$ cat src/rtl/mux_pkg.sv
// Shared definitions for the N:1 select / skid-buffer blocks: occupancy encodings
// and the select-width helper.
package mux_pkg;

    localparam logic [1:0] ST_EMPTY = 2'd0;
    localparam logic [1:0] ST_ONE   = 2'd1;
    localparam logic [1:0] ST_TWO   = 2'd2;

    // Bits needed to index n inputs, never less than 1.
    function automatic int clog2(input int n);
        int r;
        r = 1;
        while ((1 << r) < n) r++;
        return r;
    endfunction

endpackage

$ cat src/rtl/muxn1.sv
// Combinational N:1 select over a packed input bus; out-of-range selects yield zero
// data and raise sel_err_o.
module muxn1
    import mux_pkg::*;
#(
    parameter int IN_WIDTH = 16,
    parameter int NUM_IN   = 4,
    localparam int SEL_WIDTH = clog2(NUM_IN)
) (
    input  logic [NUM_IN*IN_WIDTH-1:0] in_data_i,
    input  logic [SEL_WIDTH-1:0]       sel_i,
    output logic [IN_WIDTH-1:0]        data_o,
    output logic                       sel_err_o
);

    always_comb begin
        data_o    = '0;
        sel_err_o = 1'b1;
        for (int k = 0; k < NUM_IN; k++) begin
            if (sel_i == k[SEL_WIDTH-1:0]) begin
                data_o    = in_data_i[k*IN_WIDTH +: IN_WIDTH];
                sel_err_o = 1'b0;
            end
        end
    end

endmodule

$ cat src/rtl/muxn_skid_reg.sv
// N:1 select captured into a two-entry registered skid buffer with valid/ready
// handshake and flush; in_ready depends only on registered occupancy.
module muxn_skid_reg
    import mux_pkg::*;
#(
    parameter int IN_WIDTH = 16,
    parameter int NUM_IN   = 4,
    localparam int SEL_WIDTH = clog2(NUM_IN)
) (
    input  logic                       clk,
    input  logic                       rst_n,
    input  logic [NUM_IN*IN_WIDTH-1:0] in_data,
    input  logic [SEL_WIDTH-1:0]       sel,
    input  logic                       in_valid,
    output logic                       in_ready,
    input  logic                       flush,
    output logic [IN_WIDTH-1:0]        out_data,
    output logic                       out_err,
    output logic                       out_valid,
    input  logic                       out_ready
);

    logic [IN_WIDTH-1:0] mux_data;
    logic                mux_err;

    logic [1:0]          state_q, state_d;
    logic [IN_WIDTH-1:0] main_data_q, main_data_d;
    logic                main_err_q, main_err_d;
    logic [IN_WIDTH-1:0] skid_data_q, skid_data_d;
    logic                skid_err_q, skid_err_d;

    muxn1 #(
        .IN_WIDTH (IN_WIDTH),
        .NUM_IN   (NUM_IN)
    ) u_mux (
        .in_data_i (in_data),
        .sel_i     (sel),
        .data_o    (mux_data),
        .sel_err_o (mux_err)
    );

    // Outside TWO the block is always ready, so in_valid alone means a transfer in.
    always_comb begin
        state_d     = state_q;
        main_data_d = main_data_q;
        main_err_d  = main_err_q;
        skid_data_d = skid_data_q;
        skid_err_d  = skid_err_q;
        if (flush) begin
            state_d     = ST_EMPTY;
            main_data_d = '0;
            main_err_d  = 1'b0;
            skid_data_d = '0;
            skid_err_d  = 1'b0;
        end else begin
            case (state_q)
                ST_EMPTY: begin
                    if (in_valid) begin
                        state_d     = ST_ONE;
                        main_data_d = mux_data;
                        main_err_d  = mux_err;
                    end
                end
                ST_ONE: begin
                    if (in_valid && out_ready) begin
                        main_data_d = mux_data;
                        main_err_d  = mux_err;
                    end else if (in_valid) begin
                        state_d     = ST_TWO;
                        skid_data_d = mux_data;
                        skid_err_d  = mux_err;
                    end else if (out_ready) begin
                        state_d     = ST_EMPTY;
                        main_data_d = '0;
                        main_err_d  = 1'b0;
                    end
                end
                ST_TWO: begin
                    if (out_ready) begin
                        state_d     = ST_ONE;
                        main_data_d = skid_data_q;
                        main_err_d  = skid_err_q;
                        skid_data_d = '0;
                        skid_err_d  = 1'b0;
                    end
                end
                default: begin
                    state_d     = ST_EMPTY;
                    main_data_d = '0;
                    main_err_d  = 1'b0;
                    skid_data_d = '0;
                    skid_err_d  = 1'b0;
                end
            endcase
        end
    end

    always_ff @(posedge clk or negedge rst_n) begin
        if (!rst_n) begin
            state_q     <= ST_EMPTY;
            main_data_q <= '0;
            main_err_q  <= 1'b0;
            skid_data_q <= '0;
            skid_err_q  <= 1'b0;
        end else begin
            state_q     <= state_d;
            main_data_q <= main_data_d;
            main_err_q  <= main_err_d;
            skid_data_q <= skid_data_d;
            skid_err_q  <= skid_err_d;
        end
    end

    assign out_valid = (state_q == ST_ONE) || (state_q == ST_TWO);
    assign in_ready  = (state_q != ST_TWO);
    assign out_data  = main_data_q;
    assign out_err   = main_err_q;

endmodule

$ cat config.mk
export PLATFORM = sky130hd
export DESIGN_NAME = muxn_skid_reg
export DESIGN_NICKNAME = d
export VERILOG_FILES = /design/src/rtl/mux_pkg.sv /design/src/rtl/muxn1.sv /design/src/rtl/muxn_skid_reg.sv
export SDC_FILE = /design/constraint.sdc
export NUM_CORES = 1
export LEC_CHECK = 0
export BUFFER_PORTS_ARGS = -buffer_cell sky130_fd_sc_hd__buf_2
export CAP_MARGIN = 10
export CORE_MARGIN = 1
export CORE_UTILIZATION = 52
export DETAILED_ROUTE_END_ITERATION = 6
export PLACE_DENSITY = 0.89
export SYNTH_ARGS = -nofsm -noshare
export SYNTH_HDL_FRONTEND = slang
export SYNTH_SLANG_ARGS = --single-unit
$ cat constraint.sdc
create_clock -name clk -period 4.2 [get_ports clk]
set_clock_uncertainty 0.15 [all_clocks]
set_input_delay 0.21 -clock clk [delete_from_list [all_inputs] [get_ports clk]]
set_output_delay 0.21 -clock clk [all_outputs]
set_load 0.005 [all_outputs]
==> results of run 1 <==
routing by layer:
metal,vias up,part of all wire,global-route usage
met5,-,0,0
met4,0,0.011,0.0878
met3,6,0.077,0.0479
met2,92,0.51,0.438
met1,908,0.40,0.332
li1,877,-,-
cell type report:
cell class,count,area (um2),share of cell area
Sequential cell,36,901,0.329
Timing Repair Buffer,90,455,0.166
Multi-Input combinational cell,106,1060,0.387
Tap cell,50,62.6,0.0228
Clock buffer,7,96.3,0.0351
Clock inverter,1,30.0,0.0110
Inverter,36,135,0.0493
worst max-delay path: cells and delay by family, from the launching register on:
family                     cells  cell delay [ns]
AOI/OAI and AO/OA              3             1.61
DFF                            1             0.40
adders and majority gates      1             0.27
buffers and inverters          1             0.08
worst max-delay path by stage:
| stage | start | end | cells past startpoint |
|---|---|---|---|
| 6_report | state_q[1]$_DFFE_PN0P_ | out_data[9]$_DFFE_PN0P_ | 5 |
| 5_1_grt | state_q[1]$_DFFE_PN0P_ | out_data[9]$_DFFE_PN0P_ | 5 |
| 4_1_cts | state_q[1]$_DFFE_PN0P_ | out_data[15]$_DFFE_PN0P_ | 5 |
| 3_5_place_dp | state_q[1]$_DFFE_PN0P_ | out_data[15]$_DFFE_PN0P_ | 5 |
| 3_3_place_gp | state_q[1]$_DFFE_PN0P_ | out_data[4]$_DFFE_PN0P_ | 5 |
| 2_1_floorplan | state_q[0]$_DFFE_PN0P_ | out_data[10]$_DFFE_PN0P_ | 8 |
cells by family (layout without fill, tap and decap cells):
logic type | count (synthesis) | in the layout | share of synthesized area
compound gates | 53 | 53 | 0.195
simple gates | 29 | 29 | 0.0820
flops | 36 | 36 | 0.410
mux | 19 | 19 | 0.179
fa+ha+maj | 4 | 4 | 0.0228
xor+xnor | 1 | 1 | 0.00398
buf+inv | 52 | 134 | 0.108
power breakdown:
group	internal [mW]	total, mW	switching, mW	leakage (nW)
sequential	0.377	0.398	0.0202	0.494
clock	0.209	0.332	0.122	0.0645
combinational	0.121	0.276	0.155	0.774
total	0.708	1.01	0.297	1.33
Yosys cell counts (2+ instances only):
cell,instances,area (um2)
sky130_fd_sc_hd__clkbuf_1,8,30.0
sky130_fd_sc_hd__buf_6,5,56.3
sky130_fd_sc_hd__a21oi_1,17,85.1
sky130_fd_sc_hd__dfrtp_1,36,901
sky130_fd_sc_hd__mux4_2,16,360
sky130_fd_sc_hd__mux2_2,2,22.5
sky130_fd_sc_hd__a221o_1,16,160
sky130_fd_sc_hd__inv_1,36,135
sky130_fd_sc_hd__ha_1,4,50.1
sky130_fd_sc_hd__nand2b_1,19,119
sky130_fd_sc_hd__buf_2,3,15.0
sky130_fd_sc_hd__nor2_1,3,11.3
sky130_fd_sc_hd__o32ai_1,16,140
state kept, by name, indices dropped and copies added, names as in the netlist:
signal,count
skid_err_q,1
skid_data_q,16
state_q,2
out_err,1
out_data,16
what timing repair did:
action                                 4_1_cts  5_1_grt
hold buffers                                 1        0
resized for setup                            0        0
setup endpoints to repair                    0        0
endpoints found under the hold margin       36        0
cells in the final DEF, fill, tap and decap left out, types with 2 or more instances in the layout:
cell type	instances
sky130_fd_sc_hd__nand2b_1	19
sky130_fd_sc_hd__clkbuf_8	7
sky130_fd_sc_hd__mux2_2	2
sky130_fd_sc_hd__o32ai_1	16
sky130_fd_sc_hd__mux4_2	16
sky130_fd_sc_hd__inv_1	36
sky130_fd_sc_hd__a21oi_1	17
sky130_fd_sc_hd__buf_2	89
sky130_fd_sc_hd__dfrtp_1	36
sky130_fd_sc_hd__nor2_1	3
sky130_fd_sc_hd__a221o_1	16
sky130_fd_sc_hd__ha_1	4
==> flow_summary.yaml, run 1 <==
status:
  run_status: "complete, no violations"
sta:
  max_slew_margin: 0.204
  min_period_over_period: 0.614
  timing_max_transition_violations_final: 0
  final_critical_delay_including_setup_and_external_delays_ns: 2.58
  rsz0062_at_grt: "no"
  setup_total_negative_slack_ns: 0
  final_setup_violation_count: 0
  fin_ws_ns: 1.62
  report.final.hold_viol_count: 0
  timing.fmax_mhz: 388
  hold_ws_ns: 0.132
  tightest_slew_ns: 1.19
synthesis:
  seq_area_frac_synth: 0.410
  ys_types: 26
  yosysWarningCount: 0
  async_flop_share: 1.00
  mappedNetlistArea_um2: 2200
  synth_seq_cells: 36
  ys_dominant_reg_cell: "sky130_fd_sc_hd__dfrtp_1"
  syn_avg_cell_area_um2: 11.3
  netlist_instances: 194
  synth-edff-count: 0
  mappedNetlistNets: 269
global_route:
  globalRouteTotalUtil: 0.260
  grt_pass1_vias: 1849
  globalRoute.totalOverflow: 0
  number_of_antenna_violations_at_the_first_check_in_global_routing: 0
  global_route_wire_length_before_repair_mm: 8.54
  grt_max_degree: 41
drt:
  routed_wirelength_mm: 5.30
  firstDrtPassIters: 4
  antenna_violating_nets_post_route: 0
  vias: 1883
  drtIter0Drc: 221
  via_cell_ratio: 5.78
  drc_errors: 0
  post_drt_wl_per_cell_um: 16.3
cts:
  post-cts-setup-buffers: 0
  clock_sinks: 36
  maximum_level_of_the_cts_h_tree: 2
  cts_root_buffer: "sky130_fd_sc_hd__clkbuf_8"
  clkSlewWorstSetupHoldPaths_ns: 0.07
  clk-insertion-delay-late_ns: 0.29
  cts_tree: "yes"
  cts_inserted_buffers: 5
  largest_buffer_count_on_any_clock_path: 2
die:
  rows: 23
  io-pin-count: 90
  start_util: 0.546
  die-area_um2: 4490
  chipHeight_um: 67.0
  coreArea_um2: 4030
  die_w_um: 67.0
cells_and_area:
  fillers: 318
  non_filler_instance_count_after_layout: 326
  drive_above_1_share: 0.428
  finalNetCount: 350
  layout-area-overhead-vs-synth_pct: 24.7
  finalCoreUtilization: 0.680
  antennaDiodeCount: 0
  final_design_area_no_fill_um2: 2740
power:
  static-leakage-power_nw: 1.33
  pwr_density_cell_nw_per_um2: 367
  power.ir.vdd_worst_uv: 192
  total_power_mw: 1.01
placed_design:
  placer_s_final_routability_congestion_estimate: 0.803
  numPlacedInstances: 317
  post-place-ws_ns: 1.67
  dpl.hpwl_mm: 3.80
  placedInstanceArea_um2: 2610
  place.port_buffers: 89
setup_path:
  endpoint_kind: "register"
  timing.setup.critical_path_class: "reg -> reg"
  worst_path_required_time_ns: 4.27
  arrival_ns: 2.65
  rr_worst_depth: 5
  crit_chain: "inv_1, ha_1, o21bai_2, o2111a_1, a221o_1"
  crit_path_top_delay_cell: "sky130_fd_sc_hd__o2111a_1"
  timing.critical_path.from_type: "register"
  crit-reg2reg-launch: "state_q[1]$_DFFE_PN0P_"
  end_of_the_worst_register_to_register_path: "out_data[9]$_DFFE_PN0P_"
  r2r_setup_slack_ns: 1.62
  critical-path-max-stage-delay_ns: 0.72
  critPathMaxFanout: 18
hold_path:
  timing.hold.worst_endpoint: "state_q[1]$_DFFE_PN0P_"
  hp-class: "in -> reg"
  whs_path_depth: 3
  hold_path.startpoint: "in_valid"
flow_run:
  cap_viol_max_count: 0
No activity file was read; power rests on OpenSTA's default activity.
==> inputs of run 2 (changes only) <==
Settings changed: CORE_UTILIZATION 52 to 48, PLACE_DENSITY 0.89 to 0.84.
Clock period 4.2 ns to 2.54 ns, I/O delays scaled along.
==> flow_summary.yaml, run 2 (synthesized netlist as in run 1, its figures left out) <==
drt:
  firstDrtPassIters: 4
  via_cell_ratio: 5.70
  post_drt_wl_per_cell_um: 15.5
  drc_errors: 0
  drtIter0Drc: 105
  routed_wirelength_mm: 5.16
  vias: 1897
  antenna_violating_nets_post_route: 0
placed_design:
  dpl.hpwl_mm: 3.72
  place.port_buffers: 89
  placer_s_final_routability_congestion_estimate: 0.804
die:
  die-area_um2: 4850
  coreArea_um2: 4380
  rows: 24
  die_w_um: 69.7
  chipHeight_um: 69.7
  io-pin-count: 90
  start_util: 0.501
cts:
  clock_sinks: 36
  cts_root_buffer: "sky130_fd_sc_hd__clkbuf_8"
  cts_inserted_buffers: 5
  cts-resized-gates: 0
  maximum_level_of_the_cts_h_tree: 2
  clk-insertion-delay-late_ns: 0.29
  cts_tree: "yes"
  clkSlewWorstSetupHoldPaths_ns: 0.07
  largest_buffer_count_on_any_clock_path: 2
global_route:
  grt_pass1_vias: 1880
  number_of_antenna_violations_at_the_first_check_in_global_routing: 0
  grt_max_degree: 41
  globalRouteTotalUtil: 0.228
  global_route_wire_length_before_repair_mm: 8.64
  globalRoute.totalOverflow: 0
cells_and_area:
  finalNetCount: 355
  fillers: 344
  leading_cell_type_in_the_layout_fill_and_taps_excluded: "sky130_fd_sc_hd__buf_2"
  finalCoreUtilization: 0.630
  drive_above_1_share: 0.434
  layout-area-overhead-vs-synth_pct: 25.7
  most-common-layout-cells: "89 x sky130_fd_sc_hd__buf_2, 36 x sky130_fd_sc_hd__inv_1, 36 x sky130_fd_sc_hd__dfrtp_1, 19 x sky130_fd_sc_hd__nand2b_1, 17 x sky130_fd_sc_hd__a21oi_1"
  antennaDiodeCount: 0
setup_path:
  critical-path-max-stage-delay_ns: 0.40
  crit_chain: "inv_1, ha_1, o21bai_2, buf_4, a21oi_1, mux2_2"
  timing.critical_path.from_type: "register"
  arrival_ns: 2.04
  endpoint_kind: "register"
  cp_top_family: "compound AO/OA/AOI/OAI gates"
  critPathMaxFanout: 10
  critical_path.n_buffers_inverters: 2
  worst_path_required_time_ns: 2.57
  timing.setup.critical_path_class: "reg -> reg"
  crit_path_top_delay_cell: "sky130_fd_sc_hd__dfrtp_1"
power:
  power_switching_mw: 0.491
  p_int_mw: 1.14
  power.ir.vdd_worst_uv: 289
  pwr_density_cell_nw_per_um2: 589
  clock_power_share: 0.300
  share_seq_of_total_power: 0.405
  comb_power_share: 0.295
  power_switching_share: 0.302
  static-leakage-power_nw: 1.35
sta:
  rsz0062_at_grt: "no"
  max_slew_margin: 0.485
  tightest_slew_ns: 0.772
  timing.fmax_mhz: 497
  report.final.hold_viol_count: 0
  setup_total_negative_slack_ns: 0
  timing_max_transition_violations_final: 0
  final_setup_violation_count: 0
  final_critical_delay_including_setup_and_external_delays_ns: 2.01
  min_period_over_period: 0.792
status:
  run_status: "complete, no violations"
flow_run:
  cap_viol_max_count: 0
hold_path:
  hp-class: "in -> reg"
run 2: cell count changes in the layout (fill, tap and decap cells not counted), sizes merged:
cell	change
buf	+5
clkbuf	-1
clkinv	+1
run 2: repair_timing:
item                                   CTS  global route
hold buffers                             1             0
endpoints found under the hold margin   36             0
setup buffers                            0             0
run 2: area by class of cell:
cell class | instances | area (um2) | share of cell area
clock buffer | 6 | 72.6 | 0.0263
clock inverter | 2 | 35.0 | 0.0127
inverter | 36 | 135 | 0.0489
multi-input combinational | 106 | 1060 | 0.384
sequential | 36 | 901 | 0.326
tap | 52 | 65.1 | 0.0236
timing repair buffer | 95 | 493 | 0.178
run 2: final timing paths:
path                                              end                         from  cells past startpoint  slack, ns
min reg2reg                  out_data[12]$_DFFE_PN0P_  skid_data_q[12]$_DFFE_PN0P_                      1       0.36
min in group asynchronous     out_data[7]$_DFFE_PN0P_                        rst_n                      2       0.30
max reg2reg                       out_err$_DFFE_PN0P_       state_q[0]$_DFFE_PN0P_                      6       0.53
min                            state_q[1]$_DFFE_PN0P_                     in_valid                      3       0.04
max                               out_err$_DFFE_PN0P_       state_q[0]$_DFFE_PN0P_                      6       0.53
max in group asynchronous  skid_data_q[4]$_DFFE_PN0P_                        rst_n                      2       1.45
run 2: metal layers:
layer  share of wire  global-route usage  up-vias  wire, um
li1                -                   -      889         -
met1            0.42               0.304      907      2170
met2            0.49               0.359       90      2510
met3           0.071              0.0363       11       365
met4           0.023               0.122        0       121
met5               0                   0        -         0
run 2: power by group through the flow:
stage	logic (mW)	clock network (mW)	registers, mW
floorplan	0.295	0	0.666
global placement	0.461	0	0.668
detailed placement	0.475	0	0.670
CTS	0.478	0.494	0.659
global route	0.531	0.519	0.664
finish	0.480	0.488	0.659
run 2: per-stage QoR:
step           power, mW  cell area (um2)  worst slack, ns  hold slack [ns]  cells
2_1_floorplan      0.961             2200            0.601           -0.319    194
3_3_place_gp        1.13             2650            0.639           0.0919    324
3_5_place_dp        1.14             2650            0.557           0.0881    324
4_1_cts             1.63             2760            0.544           0.0300    333
5_1_grt             1.71             2760            0.407           0.0560    333
6_report            1.63             2760            0.527           0.0374    333
run 2: tightest hold or removal path, cell delays in order:
cell,delay (ns)
sky130_fd_sc_hd__buf_2,0.14
sky130_fd_sc_hd__nand3b_1,0.09
sky130_fd_sc_hd__mux2i_1,0.07
==> inputs of run 3 (changes only) <==
Settings changed: CORE_UTILIZATION 48 to 44, PLACE_DENSITY 0.84 to 0.81.
Clock period 2.54 ns to 1.7 ns, I/O delays scaled along.
==> flow_summary.yaml, run 3 (synthesized netlist as in run 1, its figures left out) <==
cells_and_area:
  drive_above_1_share: 0.586
  fillers: 351
  leading_cell_type_in_the_layout_fill_and_taps_excluded: "sky130_fd_sc_hd__buf_2"
  layout-area-overhead-vs-synth_pct: 48.7
  antennaDiodeCount: 0
  finalNetCount: 381
  most-common-layout-cells: "89 x sky130_fd_sc_hd__buf_2, 35 x sky130_fd_sc_hd__dfrtp_1, 34 x sky130_fd_sc_hd__inv_1, 18 x sky130_fd_sc_hd__nand2b_1, 17 x sky130_fd_sc_hd__buf_4"
  finalCoreUtilization: 0.687
cts:
  clkSlewWorstSetupHoldPaths_ns: 0.07
  clk-insertion-delay-late_ns: 0.29
  cts_inserted_buffers: 5
  cts_root_buffer: "sky130_fd_sc_hd__clkbuf_8"
  largest_buffer_count_on_any_clock_path: 2
  cts_tree: "yes"
  maximum_level_of_the_cts_h_tree: 2
  clock_sinks: 36
power:
  p_int_mw: 1.97
  power_switching_share: 0.327
  comb_power_share: 0.405
  clock_power_share: 0.257
  pwr_density_cell_nw_per_um2: 894
  power_switching_mw: 0.954
  power.ir.vdd_worst_uv: 601
  share_seq_of_total_power: 0.338
  static-leakage-power_nw: 1.54
drt:
  post_drt_wl_per_cell_um: 18.4
  antenna_violating_nets_post_route: 0
  via_cell_ratio: 5.59
  vias: 2089
  routed_wirelength_mm: 6.88
  drc_errors: 0
  firstDrtPassIters: 4
  drtIter0Drc: 193
status:
  run_status: "complete, but fails checks"
  violations: "setup timing"
hold_path:
  whs_path_depth: 3
  hp-class: "in -> reg"
  hold_path.startpoint: "flush"
setup_path:
  arrival_ns: 1.97
  critPathMaxFanout: 8
  critical_path.n_buffers_inverters: 4
  critical-path-max-stage-delay_ns: 0.42
  rr_worst_depth: 8
  crit_chain: "inv_2, buf_6, ha_4, buf_6, nor4_2, nand3_2, buf_6, o32ai_2"
  worstSetupPathDepth: 8
  worst_path_required_time_ns: 1.74
  cp_top_family: "buffers and inverters"
  cpMostUsedCell: "sky130_fd_sc_hd__buf_6"
  crit-reg2reg-launch: "state_q[0]$_DFFE_PN0P_"
  timing.setup.critical_path_class: "reg -> reg"
  endpoint_kind: "register"
  critical_path.startpoint: "state_q[0]$_DFFE_PN0P_"
  crit_path_top_delay_cell: "sky130_fd_sc_hd__dfrtp_2"
  timing.critical_path.from_type: "register"
global_route:
  globalRouteTotalUtil: 0.261
  globalRoute.totalOverflow: 0
  global_route_wire_length_before_repair_mm: 9.98
  grt_pass1_vias: 1992
  grt_max_degree: 37
  number_of_antenna_violations_at_the_first_check_in_global_routing: 0
die:
  die_w_um: 72.7
  chipHeight_um: 72.7
  die-area_um2: 5280
  io-pin-count: 90
  rows: 25
  coreArea_um2: 4750
  start_util: 0.462
placed_design:
  place.port_buffers: 89
  dpl.hpwl_mm: 4.21
  placer_s_final_routability_congestion_estimate: 0.795
sta:
  setup_total_negative_slack_ns: -5.95
  min_period_over_period: 1.13
  final_setup_violation_count: 35
  max_slew_margin: 0.703
  hold_ws_ns: 0.0429
  fin_ws_ns: -0.227
  tightest_slew_ns: 0.445
  timing.fmax_mhz: 519
  rsz0062_at_grt: "yes"
  report.final.hold_viol_count: 0
  final_critical_delay_including_setup_and_external_delays_ns: 1.93
  timing_max_transition_violations_final: 0
flow_run:
  cap_viol_max_count: 0
==> run 3: changes by cell type in the layout (fill, tap and decap cells not counted), sizes merged <==
| cell | delta |
|---|---|
| and4 | +1 |
| buf | +25 |
| clkbuf | -1 |
| clkinvlp | +1 |
==> run 3: final timing paths <==
check                                              endpoint  slack, ns
max in group asynchronous            state_q[0]$_DFFE_PN0P_       0.86
worst min register to register          out_err$_DFFE_PN0P_       0.35
worst max-delay path            skid_data_q[14]$_DFFE_PN0P_      -0.23
worst min-delay path                 state_q[1]$_DFFE_PN0P_       0.04
min in group asynchronous           out_data[0]$_DFFE_PN0P_       0.21
worst max register to register  skid_data_q[14]$_DFFE_PN0P_      -0.23
==> run 3: repair_timing <==
| action | 4_1_cts | 5_1_grt |
|---|---|---|
| pin swaps | 6 | 4 |
| gates cloned | 1 | 2 |
| setup endpoints to repair | 36 | 36 |
| buffers inserted | 4 | 4 |
| hold endpoints to repair | 36 | 0 |
| hold buffers | 1 | 0 |
| gates resized for setup | 27 | 19 |
==> run 3: worst register-to-register path, stage by stage (launching register included) <==
cell and delay (ns):
sky130_fd_sc_hd__dfrtp_2 0.42, sky130_fd_sc_hd__inv_2 0.06, sky130_fd_sc_hd__buf_6 0.12, sky130_fd_sc_hd__ha_4 0.15, sky130_fd_sc_hd__buf_6 0.13, sky130_fd_sc_hd__nor4_2 0.29, sky130_fd_sc_hd__nand3_2 0.19, sky130_fd_sc_hd__buf_6 0.20
sky130_fd_sc_hd__o32ai_2 0.12
==> run 3: final cells by class <==
class	count	area, um2	area share
Tap cell	67	83.8	0.0257
Clock buffer	5	68.8	0.0211
Timing Repair Buffer	120	747	0.229
Sequential cell	36	902	0.276
Inverter	36	135	0.0413
Multi-Input combinational cell	107	1290	0.394
Clock inverter	3	42.5	0.0130
==> run 3: metrics by stage <==
stage               area, um2  cells  power [mW]  setup slack (ns)
finish                   3270    374        2.92            -0.227
global route             3270    374        3.04            -0.235
CTS                      3160    369        2.75            -0.159
detailed placement       2840    355        1.86            -0.497
global placement         2840    355        1.83            -0.356
floorplan                2230    194        1.49           -0.0999
==> run 3: metal layers <==
metal | share of wire | GRT usage | vias up
li1 | - | - | 941
met1 | 0.38 | 0.322 | 1025
met2 | 0.52 | 0.458 | 111
met3 | 0.077 | 0.0456 | 12
met4 | 0.020 | 0.0980 | 0
met5 | 0 | 0 | -
==> run 3: power groups by stage <==
stage	combinational, mW	sequential (mW)	clock, mW
after detailed placement	0.860	0.997	0
after CTS	1.01	0.987	0.756
after floorplan	0.491	0.998	0
final	1.18	0.988	0.752
after global placement	0.831	0.995	0
after global routing	1.26	0.995	0.791
